[config.mk]
export PLATFORM = sky130hd
export DESIGN_NAME = io_port_pins_flat
export DESIGN_NICKNAME = d
export VERILOG_FILES = /design/src/rtl/io_port_pins_pkg.sv /design/src/rtl/io_port_pins_if.sv /design/src/rtl/io_port_pins_sync.sv /design/src/rtl/io_port_pins.sv /design/src/flat_wrapper.sv
export SDC_FILE = /design/constraint.sdc
export NUM_CORES = 1
export LEC_CHECK = 0
export CORE_MARGIN = 2
export CORE_UTILIZATION = 30
export DETAILED_ROUTE_END_ITERATION = 6
export RECOVER_POWER = 50
export SLEW_MARGIN = 20
export SYNTH_ARGS = -nofsm -noshare
export SYNTH_HDL_FRONTEND = slang
export SYNTH_HIERARCHICAL = 1
export SYNTH_SLANG_ARGS = --single-unit
[constraint.sdc]
create_clock -name clk -period 3.25 [get_ports clk]
set_clock_uncertainty 0.1 [all_clocks]
set_input_delay 0.65 -clock clk [delete_from_list [all_inputs] [get_ports clk]]
set_output_delay 0.65 -clock clk [all_outputs]
set_load 0.01 [all_outputs]
[src/rtl/io_port_pins_pkg.sv]
// Shared constants and types for the PORTA/PORTB/PORTC pin stage.
// Holds the file-register addresses, bus/pin widths and the port decode helper.
package io_port_pins_pkg;

  localparam int DATA_WIDTH  = 8;
  localparam int IO_A_WIDTH  = 4;
  localparam int IO_B_WIDTH  = 8;
  localparam int IO_C_WIDTH  = 8;
  localparam int SYNC_STAGES = 2;
  localparam int ADDR_WIDTH  = 5;

  localparam logic [ADDR_WIDTH-1:0] PORTA_ADDR = 5'h05;
  localparam logic [ADDR_WIDTH-1:0] PORTB_ADDR = 5'h06;
  localparam logic [ADDR_WIDTH-1:0] PORTC_ADDR = 5'h07;

  // Instruction-cycle phase used by the surrounding core.
  typedef enum logic [1:0] {
    EX_Q1,
    EX_Q2,
    EX_Q3,
    EX_Q4
  } exState_t;

  typedef enum logic [1:0] {
    SEL_NONE,
    SEL_A,
    SEL_B,
    SEL_C
  } portSel_t;

  // Full decode of all five address bits so unmapped addresses never alias a port.
  function automatic portSel_t decodePort(input logic [ADDR_WIDTH-1:0] addr);
    portSel_t sel;
    sel = SEL_NONE;
    case (addr)
      PORTA_ADDR: sel = SEL_A;
      PORTB_ADDR: sel = SEL_B;
      PORTC_ADDR: sel = SEL_C;
      default:    sel = SEL_NONE;
    endcase
    return sel;
  endfunction

endpackage

[src/rtl/io_port_pins_if.sv]
// File-register bus between the datapath (master) and the port pin stage (slave).
interface io_port_pins_if;
  import io_port_pins_pkg::*;

  logic                  wrEn;
  logic                  rdEn;
  logic [ADDR_WIDTH-1:0] fileAddr;
  logic [DATA_WIDTH-1:0] wrData;
  logic [DATA_WIDTH-1:0] portRdData;
  logic                  portHit;

  modport master (
    output wrEn,
    output rdEn,
    output fileAddr,
    output wrData,
    input  portRdData,
    input  portHit
  );

  modport slave (
    input  wrEn,
    input  rdEn,
    input  fileAddr,
    input  wrData,
    output portRdData,
    output portHit
  );

endinterface

[src/rtl/io_port_pins_sync.sv]
// Multi-flop synchroniser bank for asynchronous pad inputs, cleared by async reset.
// STAGES is expected to be 2 or 3; dout lags din by exactly STAGES clocks.
module io_sync_bank #(
  parameter int WIDTH  = 8,
  parameter int STAGES = 2
) (
  input  logic             clk,
  input  logic             rst_n,
  input  logic [WIDTH-1:0] din,
  output logic [WIDTH-1:0] dout
);

  logic [WIDTH-1:0] stageQ [STAGES];

  always_ff @(posedge clk or negedge rst_n) begin
    if (!rst_n) begin
      for (int i = 0; i < STAGES; i++) begin
        stageQ[i] <= '0;
      end
    end else begin
      stageQ[0] <= din;
      for (int i = 1; i < STAGES; i++) begin
        stageQ[i] <= stageQ[i-1];
      end
    end
  end

  assign dout = stageQ[STAGES-1];

endmodule

[src/rtl/io_port_pins.sv]
// Pin-side stage after the TRIS block: port output latches, pad enables, input sync,
// file-read mux and the sticky PORTB input-change flag used for SLEEP wake-up.
module io_port_pins
  import io_port_pins_pkg::*;
#(
  parameter int DATA_WIDTH  = io_port_pins_pkg::DATA_WIDTH,
  parameter int IO_A_WIDTH  = io_port_pins_pkg::IO_A_WIDTH,
  parameter int IO_B_WIDTH  = io_port_pins_pkg::IO_B_WIDTH,
  parameter int IO_C_WIDTH  = io_port_pins_pkg::IO_C_WIDTH,
  parameter int SYNC_STAGES = io_port_pins_pkg::SYNC_STAGES
) (
  input  logic                  clk,
  input  logic                  rst_n,
  io_port_pins_if.slave         bus,
  input  logic [IO_A_WIDTH-1:0] trisAReg,
  input  logic [IO_B_WIDTH-1:0] trisBReg,
  input  logic [IO_C_WIDTH-1:0] trisCReg,
  input  logic [IO_A_WIDTH-1:0] padAIn,
  input  logic [IO_B_WIDTH-1:0] padBIn,
  input  logic [IO_C_WIDTH-1:0] padCIn,
  output logic [IO_A_WIDTH-1:0] padAOut,
  output logic [IO_B_WIDTH-1:0] padBOut,
  output logic [IO_C_WIDTH-1:0] padCOut,
  output logic [IO_A_WIDTH-1:0] padAOe,
  output logic [IO_B_WIDTH-1:0] padBOe,
  output logic [IO_C_WIDTH-1:0] padCOe,
  output logic                  pbChange
);

  logic [IO_A_WIDTH-1:0] latchA;
  logic [IO_B_WIDTH-1:0] latchB;
  logic [IO_C_WIDTH-1:0] latchC;
  logic [IO_A_WIDTH-1:0] syncA;
  logic [IO_B_WIDTH-1:0] syncB;
  logic [IO_C_WIDTH-1:0] syncC;
  logic [IO_B_WIDTH-1:0] pbSnapshot;
  logic [IO_A_WIDTH-1:0] readA;
  logic [IO_B_WIDTH-1:0] readB;
  logic [IO_C_WIDTH-1:0] readC;
  portSel_t              portSel;
  logic                  pbRead;
  logic                  pbMismatch;
  logic                  unusedWrData;

  assign portSel      = decodePort(bus.fileAddr);
  assign unusedWrData = ^bus.wrData;

  io_sync_bank #(.WIDTH(IO_A_WIDTH), .STAGES(SYNC_STAGES)) syncBankA (
    .clk   (clk),
    .rst_n (rst_n),
    .din   (padAIn),
    .dout  (syncA)
  );

  io_sync_bank #(.WIDTH(IO_B_WIDTH), .STAGES(SYNC_STAGES)) syncBankB (
    .clk   (clk),
    .rst_n (rst_n),
    .din   (padBIn),
    .dout  (syncB)
  );

  io_sync_bank #(.WIDTH(IO_C_WIDTH), .STAGES(SYNC_STAGES)) syncBankC (
    .clk   (clk),
    .rst_n (rst_n),
    .din   (padCIn),
    .dout  (syncC)
  );

  // Output latches; a write landing on the same edge as reset assertion is dropped.
  always_ff @(posedge clk or negedge rst_n) begin
    if (!rst_n) begin
      latchA <= '0;
      latchB <= '0;
      latchC <= '0;
    end else if (bus.wrEn) begin
      case (portSel)
        SEL_A:   latchA <= bus.wrData[IO_A_WIDTH-1:0];
        SEL_B:   latchB <= bus.wrData[IO_B_WIDTH-1:0];
        SEL_C:   latchC <= bus.wrData[IO_C_WIDTH-1:0];
        default: ;
      endcase
    end
  end

  // Drive enables fall immediately in reset rather than waiting for TRIS to settle.
  assign padAOe  = rst_n ? ~trisAReg : '0;
  assign padBOe  = rst_n ? ~trisBReg : '0;
  assign padCOe  = rst_n ? ~trisCReg : '0;
  assign padAOut = latchA;
  assign padBOut = latchB;
  assign padCOut = latchC;

  // Output pins read back the latch so a loaded pad cannot corrupt read-modify-write.
  assign readA = (syncA & trisAReg) | (latchA & ~trisAReg);
  assign readB = (syncB & trisBReg) | (latchB & ~trisBReg);
  assign readC = (syncC & trisCReg) | (latchC & ~trisCReg);

  always_comb begin
    bus.portRdData = '0;
    bus.portHit    = 1'b0;
    case (portSel)
      SEL_A: begin
        bus.portRdData = DATA_WIDTH'(readA);
        bus.portHit    = 1'b1;
      end
      SEL_B: begin
        bus.portRdData = DATA_WIDTH'(readB);
        bus.portHit    = 1'b1;
      end
      SEL_C: begin
        bus.portRdData = DATA_WIDTH'(readC);
        bus.portHit    = 1'b1;
      end
      default: ;
    endcase
  end

  assign pbRead     = bus.rdEn && (portSel == SEL_B);
  assign pbMismatch = |((syncB ^ pbSnapshot) & trisBReg);

  // A fresh mismatch outranks the clearing read so no wake-up event is lost.
  always_ff @(posedge clk or negedge rst_n) begin
    if (!rst_n) begin
      pbSnapshot <= '0;
      pbChange   <= 1'b0;
    end else begin
      if (pbRead) begin
        pbSnapshot <= syncB;
      end
      if (pbMismatch) begin
        pbChange <= 1'b1;
      end else if (pbRead) begin
        pbChange <= 1'b0;
      end
    end
  end

endmodule

[src/flat_wrapper.sv]
// flat-port wrapper written by rule: the top's interface ports become plain ports
module io_port_pins_flat import io_port_pins_pkg::*;
#(
  parameter int DATA_WIDTH  = io_port_pins_pkg::DATA_WIDTH,
  parameter int IO_A_WIDTH  = io_port_pins_pkg::IO_A_WIDTH,
  parameter int IO_B_WIDTH  = io_port_pins_pkg::IO_B_WIDTH,
  parameter int IO_C_WIDTH  = io_port_pins_pkg::IO_C_WIDTH,
  parameter int SYNC_STAGES = io_port_pins_pkg::SYNC_STAGES
)
  (clk, rst_n, trisAReg, trisBReg, trisCReg, padAIn, padBIn, padCIn, padAOut, padBOut, padCOut, padAOe, padBOe, padCOe, pbChange, bus_wrEn, bus_rdEn, bus_fileAddr, bus_wrData, bus_portRdData, bus_portHit);
  io_port_pins_if bus_i ();
  input  logic clk;
  input  logic rst_n;
  input  logic [IO_A_WIDTH-1:0] trisAReg;
  input  logic [IO_B_WIDTH-1:0] trisBReg;
  input  logic [IO_C_WIDTH-1:0] trisCReg;
  input  logic [IO_A_WIDTH-1:0] padAIn;
  input  logic [IO_B_WIDTH-1:0] padBIn;
  input  logic [IO_C_WIDTH-1:0] padCIn;
  output logic [IO_A_WIDTH-1:0] padAOut;
  output logic [IO_B_WIDTH-1:0] padBOut;
  output logic [IO_C_WIDTH-1:0] padCOut;
  output logic [IO_A_WIDTH-1:0] padAOe;
  output logic [IO_B_WIDTH-1:0] padBOe;
  output logic [IO_C_WIDTH-1:0] padCOe;
  output logic pbChange;
  input wire logic [$bits(bus_i.wrEn)-1:0] bus_wrEn;
  input wire logic [$bits(bus_i.rdEn)-1:0] bus_rdEn;
  input wire logic [$bits(bus_i.fileAddr)-1:0] bus_fileAddr;
  input wire logic [$bits(bus_i.wrData)-1:0] bus_wrData;
  output wire logic [$bits(bus_i.portRdData)-1:0] bus_portRdData;
  output wire logic [$bits(bus_i.portHit)-1:0] bus_portHit;
  assign bus_i.wrEn = bus_wrEn;
  assign bus_i.rdEn = bus_rdEn;
  assign bus_i.fileAddr = bus_fileAddr;
  assign bus_i.wrData = bus_wrData;
  assign bus_portRdData = bus_i.portRdData;
  assign bus_portHit = bus_i.portHit;
  io_port_pins #(.DATA_WIDTH(DATA_WIDTH), .IO_A_WIDTH(IO_A_WIDTH), .IO_B_WIDTH(IO_B_WIDTH), .IO_C_WIDTH(IO_C_WIDTH), .SYNC_STAGES(SYNC_STAGES)) u_core (.clk(clk), .rst_n(rst_n), .bus(bus_i), .trisAReg(trisAReg), .trisBReg(trisBReg), .trisCReg(trisCReg), .padAIn(padAIn), .padBIn(padBIn), .padCIn(padCIn), .padAOut(padAOut), .padBOut(padBOut), .padCOut(padCOut), .padAOe(padAOe), .padBOe(padBOe), .padCOe(padCOe), .pbChange(pbChange));
endmodule
## After elaboration in Yosys (flattened, before gate mapping)

Index checks and enable logic that the tools add are counted.

| word-level totals | value |
|---|---|
| bits in registers | 69 |
| latch bits | 0 |
| bits in writable memories | 0 |
| memory bits (read-only) | 0 |
| input bits | 57 |
| output and inout bits | 50 |
| logic and storage cells | 46 |
| memories kept | 0 |

| cells by class | value |
|---|---|
| add/subtract/negate cells | 0 |
| $mul | 0 |
| divide/modulo/power cells | 0 |
| $lt $le $gt $ge | 0 |
| equality and inequality tests | 6 |
| shift-type cells | 0 |
| muxes and demuxes | 8 |
| bitwise gates (word level) | 14 |
| reduce and logical (&&, ||, !) cells | 7 |

Operators with widths:

| cell | number |
|---|---|
| $and A8 B8 Y8 | 5 |
| $pmux W8 S3 | 1 |
| $mux W8 | 2 |
| $not A8 Y8 | 2 |
| $or A8 B8 Y8 | 2 |
| $eq A5 B3 Y1 const B | 3 |
| $and A4 B4 Y4 | 2 |
| $reduce_or A8 Y1 | 1 |
| $xor A8 B8 Y8 | 1 |
| $pmux W2 S3 | 1 |
| $reduce_and A2 Y1 | 3 |
| $eq A2 B2 Y1 const B | 2 |
| $mux W4 | 1 |
| $not A4 Y4 | 1 |
| $or A4 B4 Y4 | 1 |
| $mux W1 | 3 |
| $reduce_or A3 Y1 | 1 |
| $eq A2 B1 Y1 const B | 1 |
| $reduce_bool A2 Y1 | 1 |
| $logic_and A1 B1 Y1 | 1 |

## Longest topological paths before layout

Gate-level depths: netlist of the first run.

| depth | value |
|---|---|
| depth after elaboration | 6 |
| mapped depth | 5 |
| depth with buffers taken out | 4 |

## Hierarchy

The synthesis of the first run kept the hierarchy.

Modules (own cells, without submodules):

| module | times used | cells each | area an instance (µm²) |
|---|---|---|---|
| io_port_pins | 1 | 152 | 1754.2 |
| io_sync_bank (u_core.syncBankB ...) | 2 | 24 | 460.4 |
| io_sync_bank (u_core.syncBankA) | 1 | 12 | 230.2 |

## Worst setup path before layout of the first run

Ideal clock, no wire load.

| path | value |
|---|---|
| path kind | input port to output port |
| start | input bus_fileAddr[0] |
| end | output bus_portRdData[0] |
| data arrival time | 1.521 ns |
| data required time | 2.500 ns |
| slack | 0.979 ns |
| cell stages on the path | 4 |
| path buffers | 2 |
| cell sequence | buf_2 clkbuf_1 o211ai_1 a21oi_1 |

| on the way | value |
|---|---|
| cells in the longest elaborated chain, start to end | 4 |
| elaborated cells on any way between the ends | 8 |
| those cells by class | eq/ne: 6; mux: 2 |

RTL lines:

| item | RTL line | source |
|---|---|---|
| start, declared | flat_wrapper.sv:29 | `input wire logic [$bits(bus_i.fileAddr)-1:0] bus_fileAddr;` |
| $eq A5 B3 Y1 | io_port_pins_pkg.sv:35 | `case (addr)` |
| $pmux W2 S3 (*) | io_port_pins_pkg.sv:35 |  |
| $eq A2 B2 Y1 / $eq A2 B1 Y1 (equally long branches) | io_port_pins.sv:101 | `case (portSel)` |
| $pmux W8 S3 (*) | io_port_pins.sv:101 |  |
| end, declared | flat_wrapper.sv:31 | `output wire logic [$bits(bus_i.portRdData)-1:0] bus_portRdData;` |

Mark *: on every way between the ends. The rest lies on a longest branch, timed or not.

## Worst setup path in the final report of the first run

| path | value |
|---|---|
| start | input bus_fileAddr[1] |
| end | output bus_portRdData[1] |

The elaborated chain is that of the path after synthesis.

==> results of run 1 <==
[cell type report]
cell class	count	area share [%]
Clock inverter	6	2.06
Multi-Input combinational cell	118	23.5
Tap cell	129	3.79
Clock buffer	10	3.00
Timing Repair Buffer	119	27.0
Sequential cell	69	40.6
[sequential cells by signal, summed over array words and instances, names as in the netlist]
register / cells
u_core/padBOut: 8
u_core/padCOut: 8
u_core/pbSnapshot: 8
u_core/syncBankB/dout: 8
u_core/syncBankB/stageQ: 8
u_core/syncBankC/dout: 8
u_core/syncBankC/stageQ: 8
u_core/padAOut: 4
u_core/syncBankA/dout: 4
u_core/syncBankA/stageQ: 4
u_core/pbChange: 1
[metal layers]
layer | routed length (µm) | up-vias
li1 | - | 918
met1 | 3280 | 971
met2 | 3260 | 85
met3 | 679 | 7
met4 | 69 | 0
met5 | 0 | -
[per-stage QoR]
step           instance area, µm²  power, W  utilization (%)  instances  setup WS (ns)
3_3_place_gp                 4060   0.00148             43.5        435         0.0842
5_1_grt                      4250   0.00233             45.6        451        0.00374
3_5_place_dp                 4060   0.00148             43.5        435          0.116
6_report                     4250   0.00220             45.6        451          0.107
2_1_floorplan                2910   0.00121                -        212          0.979
4_1_cts                      4270   0.00225             45.8        451         0.0969
[synthesized netlist by cell type]
| library cell | n |
|---|---|
| dfrtp_1 | 69 |
| mux2_2 | 32 |
| nor2b_1 | 24 |
| buf_4 | 20 |
| nand2_1 | 10 |
| a211oi_1 | 8 |
| mux2i_1 | 8 |
| xor2_1 | 8 |
| a21oi_1 | 4 |
| a22oi_1 | 4 |
| mux2_4 | 4 |
| o211ai_1 | 4 |
| clkbuf_1 | 3 |
| nor2_1 | 3 |
| nand2_4 | 2 |
| a21o_1 | 1 |
| and2b_1 | 1 |
| buf_2 | 1 |
| buf_6 | 1 |
| nand4_1 | 1 |
| nand4bb_1 | 1 |
| nor2_4 | 1 |
| nor2_8 | 1 |
| nor3_1 | 1 |
[critical path, stage by stage]
cell and delay [ns]:
clkdlybuf4s50_1 0.51, buf_4 0.21, and2b_1 0.25, nand2_1 0.06
a21oi_1 0.15, clkdlybuf4s50_1 0.56
[path summary, 6_finish.rpt]
path / start / endpoint / slack [ns] / depth (start not counted)
setup / recovery: bus_fileAddr[1] / bus_portRdData[1] / 0.11 / 6
hold / removal: rst_n / u_core/syncBankB/dout[7] / 0.16 / 1
setup reg to reg: u_core/syncBankB/dout[4] / u_core/pbChange / 1.96 / 4
hold reg to reg: u_core/syncBankC/stageQ[11] / u_core/syncBankC/dout[3] / 0.24 / 0
max in group asynchronous: rst_n / u_core/syncBankB/stageQ[9] / 1.63 / 2
min in group clk: u_core/syncBankC/stageQ[11] / u_core/syncBankC/dout[3] / 0.24 / 0
[cells by family (layout without fill, tap and decap cells)]
logic type | Yosys count | in the layout | share of synthesized area [%]
xor gates and xnor gates | 8 | 8 | 2.41
DFF | 69 | 69 | 59.4
and+or+nand+nor | 45 | 45 | 9.73
AOI/OAI and AO/OA | 21 | 21 | 5.08
muxes | 44 | 44 | 17.2
buffers and inverters | 25 | 135 | 6.12
[power groups by stage]
stage / Sequential (W) / Combinational (W) / Clock [W]
after floorplan: 0.00104 / 0.000176 / 0
after global placement: 0.00103 / 0.000449 / 0
after detailed placement: 0.00103 / 0.000451 / 0
after CTS: 0.00102 / 0.000453 / 0.000780
after global routing: 0.00103 / 0.000472 / 0.000830
final: 0.00101 / 0.000439 / 0.000752
==> flow_metrics.py, run 1 <==
metrics = {
    "run_status": {
        "status": "complete, no violations",
    },
    "global_route": {
        "grt_pass1_wl_mm": 11.0,
        "grt_pass1_vias": 1994,
        "use_met2_pct": 21.8,
        "use_met3_pct": 5.95,
        "busiest_layer": "met2",
        "gr-total-overflow": 0,
        "grt_use_met1_pct": 19.3,
        "grt_max_degree": 43,
        "antenna_found_initial": 0,
        "grtUsageTotal_pct": 14.6,
    },
    "cts": {
        "cts_setup_buffers": 0,
        "cts_sinks": 69,
        "worstSkewPairLatency_ns": 0.33,
        "cts-resized-gates": 0,
        "cts_tree": "done",
        "numCtsBuffers": 9,
        "cts_root_buffer": "clkbuf_8",
        "clockBufferDepth": 2,
        "clkTransAtPathRegs_ns": 0.07,
        "cts-hold-fix-buffers": 0,
        "htree_levels": 3,
    },
    "routing": {
        "drt_first_iter_violations": 45,
        "ant_nets": 0,
        "routed_wl_mm": 7.30,
        "avgViaCountPerCell": 4.39,
        "vias": 1981,
        "drc": 0,
        "wl_per_cell_um": 16.2,
        "drt-pass1-iter-count": 4,
    },
    "power": {
        "p_int_w": 0.00165,
        "swShare_pct": 24.9,
        "max-vdd-ir-drop_v": 0.000192,
        "power.density_nw_per_um2": 518,
        "p_clk_share_pct": 34.1,
        "power_switching_w": 0.000550,
        "p_seq_share_pct": 46.0,
        "power.share.combinational_pct": 19.9,
        "leakage_nw": 1.81,
    },
    "timing": {
        "slew-limit-headroom_pct": 33.8,
        "period_minus_slack_ns": 3.14,
        "finalSetupViolCount": 0,
        "setup_tns_ns": 0,
        "worst_pin_slew_ns": 0.993,
        "finalMaxSlewViolations": 0,
        "hold_viol": 0,
        "rsz0062_at_grt": "no",
        "max_freq_mhz": 318,
        "final.period_utilization_pct": 96.7,
        "fin_hold_ws_ns": 0.161,
    },
    "placement": {
        "dpl.hpwl_mm": 5.64,
        "place_congestion": 0.756,
        "port_buffers": 106,
    },
    "final_layout": {
        "insertedDiodeCount": 0,
        "most-common-layout-cells": "85 x clkdlybuf4s50_1, 69 x dfrtp_1, 32 x mux2_2",
        "seqCellArea_um2": 1730,
        "drive_gt1_share_pct": 19.9,
        "area_growth_pct": 46.4,
        "final_common_cell": "clkdlybuf4s50_1",
        "multi_input_area_um2": 1000,
        "nets": 374,
        "n_fill_cell": 868,
    },
    "floorplanning": {
        "ios": 107,
        "fp.dieArea_um2": 10500,
        "die_w_um": 102,
        "core_um2": 9330,
        "die_height_um": 102,
        "floorplan.initialDensity_pct": 31.1,
        "fp-row-count": 35,
    },
    "worst_setup_path": {
        "endpoint_kind": "output pin",
        "arrival_ns": 2.39,
        "crit_fanout": 7,
        "critPathLaunchType": "input port",
        "path_class": "in -> out",
        "crit_required_ns": 2.50,
    },
    "synthesis": {
        "syn_area_um2": 2910,
        "syn_area_per_cell_um2": 13.7,
        "synth_area_leaders": "dfrtp_1 59%, mux2_2 12%, buf_4 5.2%",
        "synth.yosys.warnings": 6,
        "syn_nets": 269,
        "yosysTopAreaCellShare_pct": 59.4,
        "seq_area_frac_synth_pct": 59.4,
        "yosysTopAreaCell": "dfrtp_1",
        "synth.distinct_cells": 24,
        "ys_ff_latch": 69,
        "syn_inst": 212,
    },
    "job": {
        "cap_violations": 0,
    },
    "hold_path": {
        "min_path_type": "in -> async",
    },
}
Note: power is estimated with default switching activity, not from simulation.
==> inputs of run 2 (changes only) <==
--- a/config.mk
+++ b/config.mk
@@ -5,7 +5,7 @@
 export SDC_FILE = /design/constraint.sdc
 export NUM_CORES = 1
 export LEC_CHECK = 0
-export CORE_MARGIN = 2
+export CORE_MARGIN = 1
 export CORE_UTILIZATION = 30
 export DETAILED_ROUTE_END_ITERATION = 6
 export RECOVER_POWER = 50
==> flow_metrics.py, run 2 (same netlist as run 1, synthesis figures left out) <==
metrics = {
    "run_status": {
        "status": "complete, no violations",
    },
    "worst_setup_path": {
        "reg2reg_to": "u_core/pbChange",
        "critical_path.slowest_cell": "clkdlybuf4s50_1",
        "crit_fanout": 7,
        "critPathLaunchType": "input port",
        "path_cells": "clkdlybuf4s50_1 -> buf_4 -> and2b_1 -> nand2_1 -> a21oi_1 -> clkdlybuf4s50_1",
        "path_class": "in -> out",
        "arrival_ns": 2.38,
        "reg2reg_from": "u_core/syncBankB/dout[4]",
        "reg2reg_depth": 4,
        "r2r_slack_ns": 1.95,
        "cp_common_cell": "clkdlybuf4s50_1",
        "critPathMaxStageDelay_ns": 0.58,
        "crit_end": "bus_portRdData[0]",
        "crit_required_ns": 2.50,
        "endpoint_kind": "output pin",
        "crit_start": "bus_fileAddr[1]",
    },
    "cts": {
        "cts_tree": "done",
        "htree_levels": 3,
        "cts_sinks": 69,
        "cts-hold-fix-buffers": 0,
        "cts_setup_buffers": 0,
        "clockBufferDepth": 2,
        "numCtsBuffers": 9,
        "cts-resized-gates": 0,
        "worstSkewPairLatency_ns": 0.34,
        "cts_root_buffer": "clkbuf_8",
        "clkTransAtPathRegs_ns": 0.07,
    },
    "timing": {
        "max_freq_mhz": 320,
        "slew-limit-headroom_pct": 34.6,
        "setup_tns_ns": 0,
        "final.period_utilization_pct": 96.3,
        "hold_viol": 0,
        "finalMaxSlewViolations": 0,
        "rsz0062_at_grt": "no",
        "worst_pin_slew_ns": 0.981,
        "finalSetupViolCount": 0,
        "period_minus_slack_ns": 3.13,
    },
    "power": {
        "p_total_w": 0.00231,
        "max-vdd-ir-drop_v": 0.000217,
        "leakage_nw": 1.86,
        "power.density_nw_per_um2": 539,
    },
    "floorplanning": {
        "die_w_um": 100,
        "core_um2": 9330,
        "fp.dieArea_um2": 10100,
        "fp-row-count": 35,
        "die_height_um": 100,
        "floorplan.initialDensity_pct": 31.1,
        "ios": 107,
    },
    "placement": {
        "place_congestion": 0.775,
        "dpl.hpwl_mm": 5.36,
        "dp_cells": 434,
        "port_buffers": 106,
    },
    "final_layout": {
        "seqCellArea_um2": 1730,
        "insertedDiodeCount": 0,
        "n_fill_cell": 902,
        "final_core_util_pct": 45.9,
        "multi_input_area_um2": 1000,
        "most-common-layout-cells": "83 x clkdlybuf4s50_1, 69 x dfrtp_1, 32 x mux2_2",
        "nets": 373,
        "final_cells": 450,
        "final_common_cell": "clkdlybuf4s50_1",
        "drive_gt1_share_pct": 19.6,
        "area_growth_pct": 47.5,
    },
    "routing": {
        "drc": 0,
        "routed_wl_mm": 7.07,
        "vias": 1956,
        "wl_per_cell_um": 15.7,
        "ant_nets": 0,
        "drt-pass1-iter-count": 4,
        "drt_first_iter_violations": 73,
        "avgViaCountPerCell": 4.35,
    },
    "global_route": {
        "grt_max_degree": 46,
        "gr-total-overflow": 0,
        "grtUsageTotal_pct": 15.2,
        "antenna_found_initial": 0,
        "grt_pass1_wl_mm": 11.2,
        "grt_pass1_vias": 2068,
    },
    "hold_path": {
        "min_path_type": "in -> async",
    },
    "job": {
        "cap_violations": 0,
    },
}
[run 2: worst min-delay path by stage]
| stage | to | slack [ns] | startpoint | depth (start not counted) |
|---|---|---|---|---|
| global route | u_core/syncBankC/stageQ[13] | 0.19 | rst_n | 1 |
| finish | u_core/padBOut[7] | 0.17 | rst_n | 1 |
| detailed placement | u_core/syncBankA/dout[2] | 0.23 | u_core/syncBankA/stageQ[6] | 0 |
| global placement | u_core/syncBankA/dout[2] | 0.23 | u_core/syncBankA/stageQ[6] | 0 |
| floorplan | u_core/syncBankA/dout[0] | 0.23 | u_core/syncBankA/stageQ[4] | 0 |
| CTS | u_core/syncBankC/stageQ[13] | 0.17 | rst_n | 1 |
[run 2: worst max-delay path, delay by kind of cell]
kind	cells	cell delay, ns
simple gates	2	0.30
compound gates	1	0.18
buf+inv	3	1.24
[run 2: routing by layer]
metal	up-vias	global-route usage [%]	share of wire [%]
met3	11	4.94	7.3
met2	81	22.5	45
met1	950	20.5	46
met5	-	0	0
li1	914	-	-
met4	0	6.02	1.4
[run 2: stage by stage]
| step | worst slack (ns) | hold slack (ns) | area [µm²] |
|---|---|---|---|
| after floorplan | 0.979 | 0.231 | 2910 |
| after global placement | 0.122 | 0.231 | 4050 |
| after detailed placement | 0.132 | 0.235 | 4050 |
| after CTS | 0.114 | 0.174 | 4300 |
| after global routing | 0.0467 | 0.190 | 4280 |
| final | 0.121 | 0.173 | 4280 |
[run 2: area by class of cell]
class                   instances  share of cell area (%)
well taps                     129                    3.77
flip-flops and latches         69                    40.3
repair buffers                118                    26.8
multi-input cells             118                    23.4
clock inverters                 5                    2.48
clock buffers                  11                    3.30
[run 2: power breakdown]
group | switching (W) | internal [W] | total, W
clock network | 0.000323 | 0.000534 | 0.000857
logic | 0.000165 | 0.000272 | 0.000437
registers | 0.0000624 | 0.000951 | 0.00101
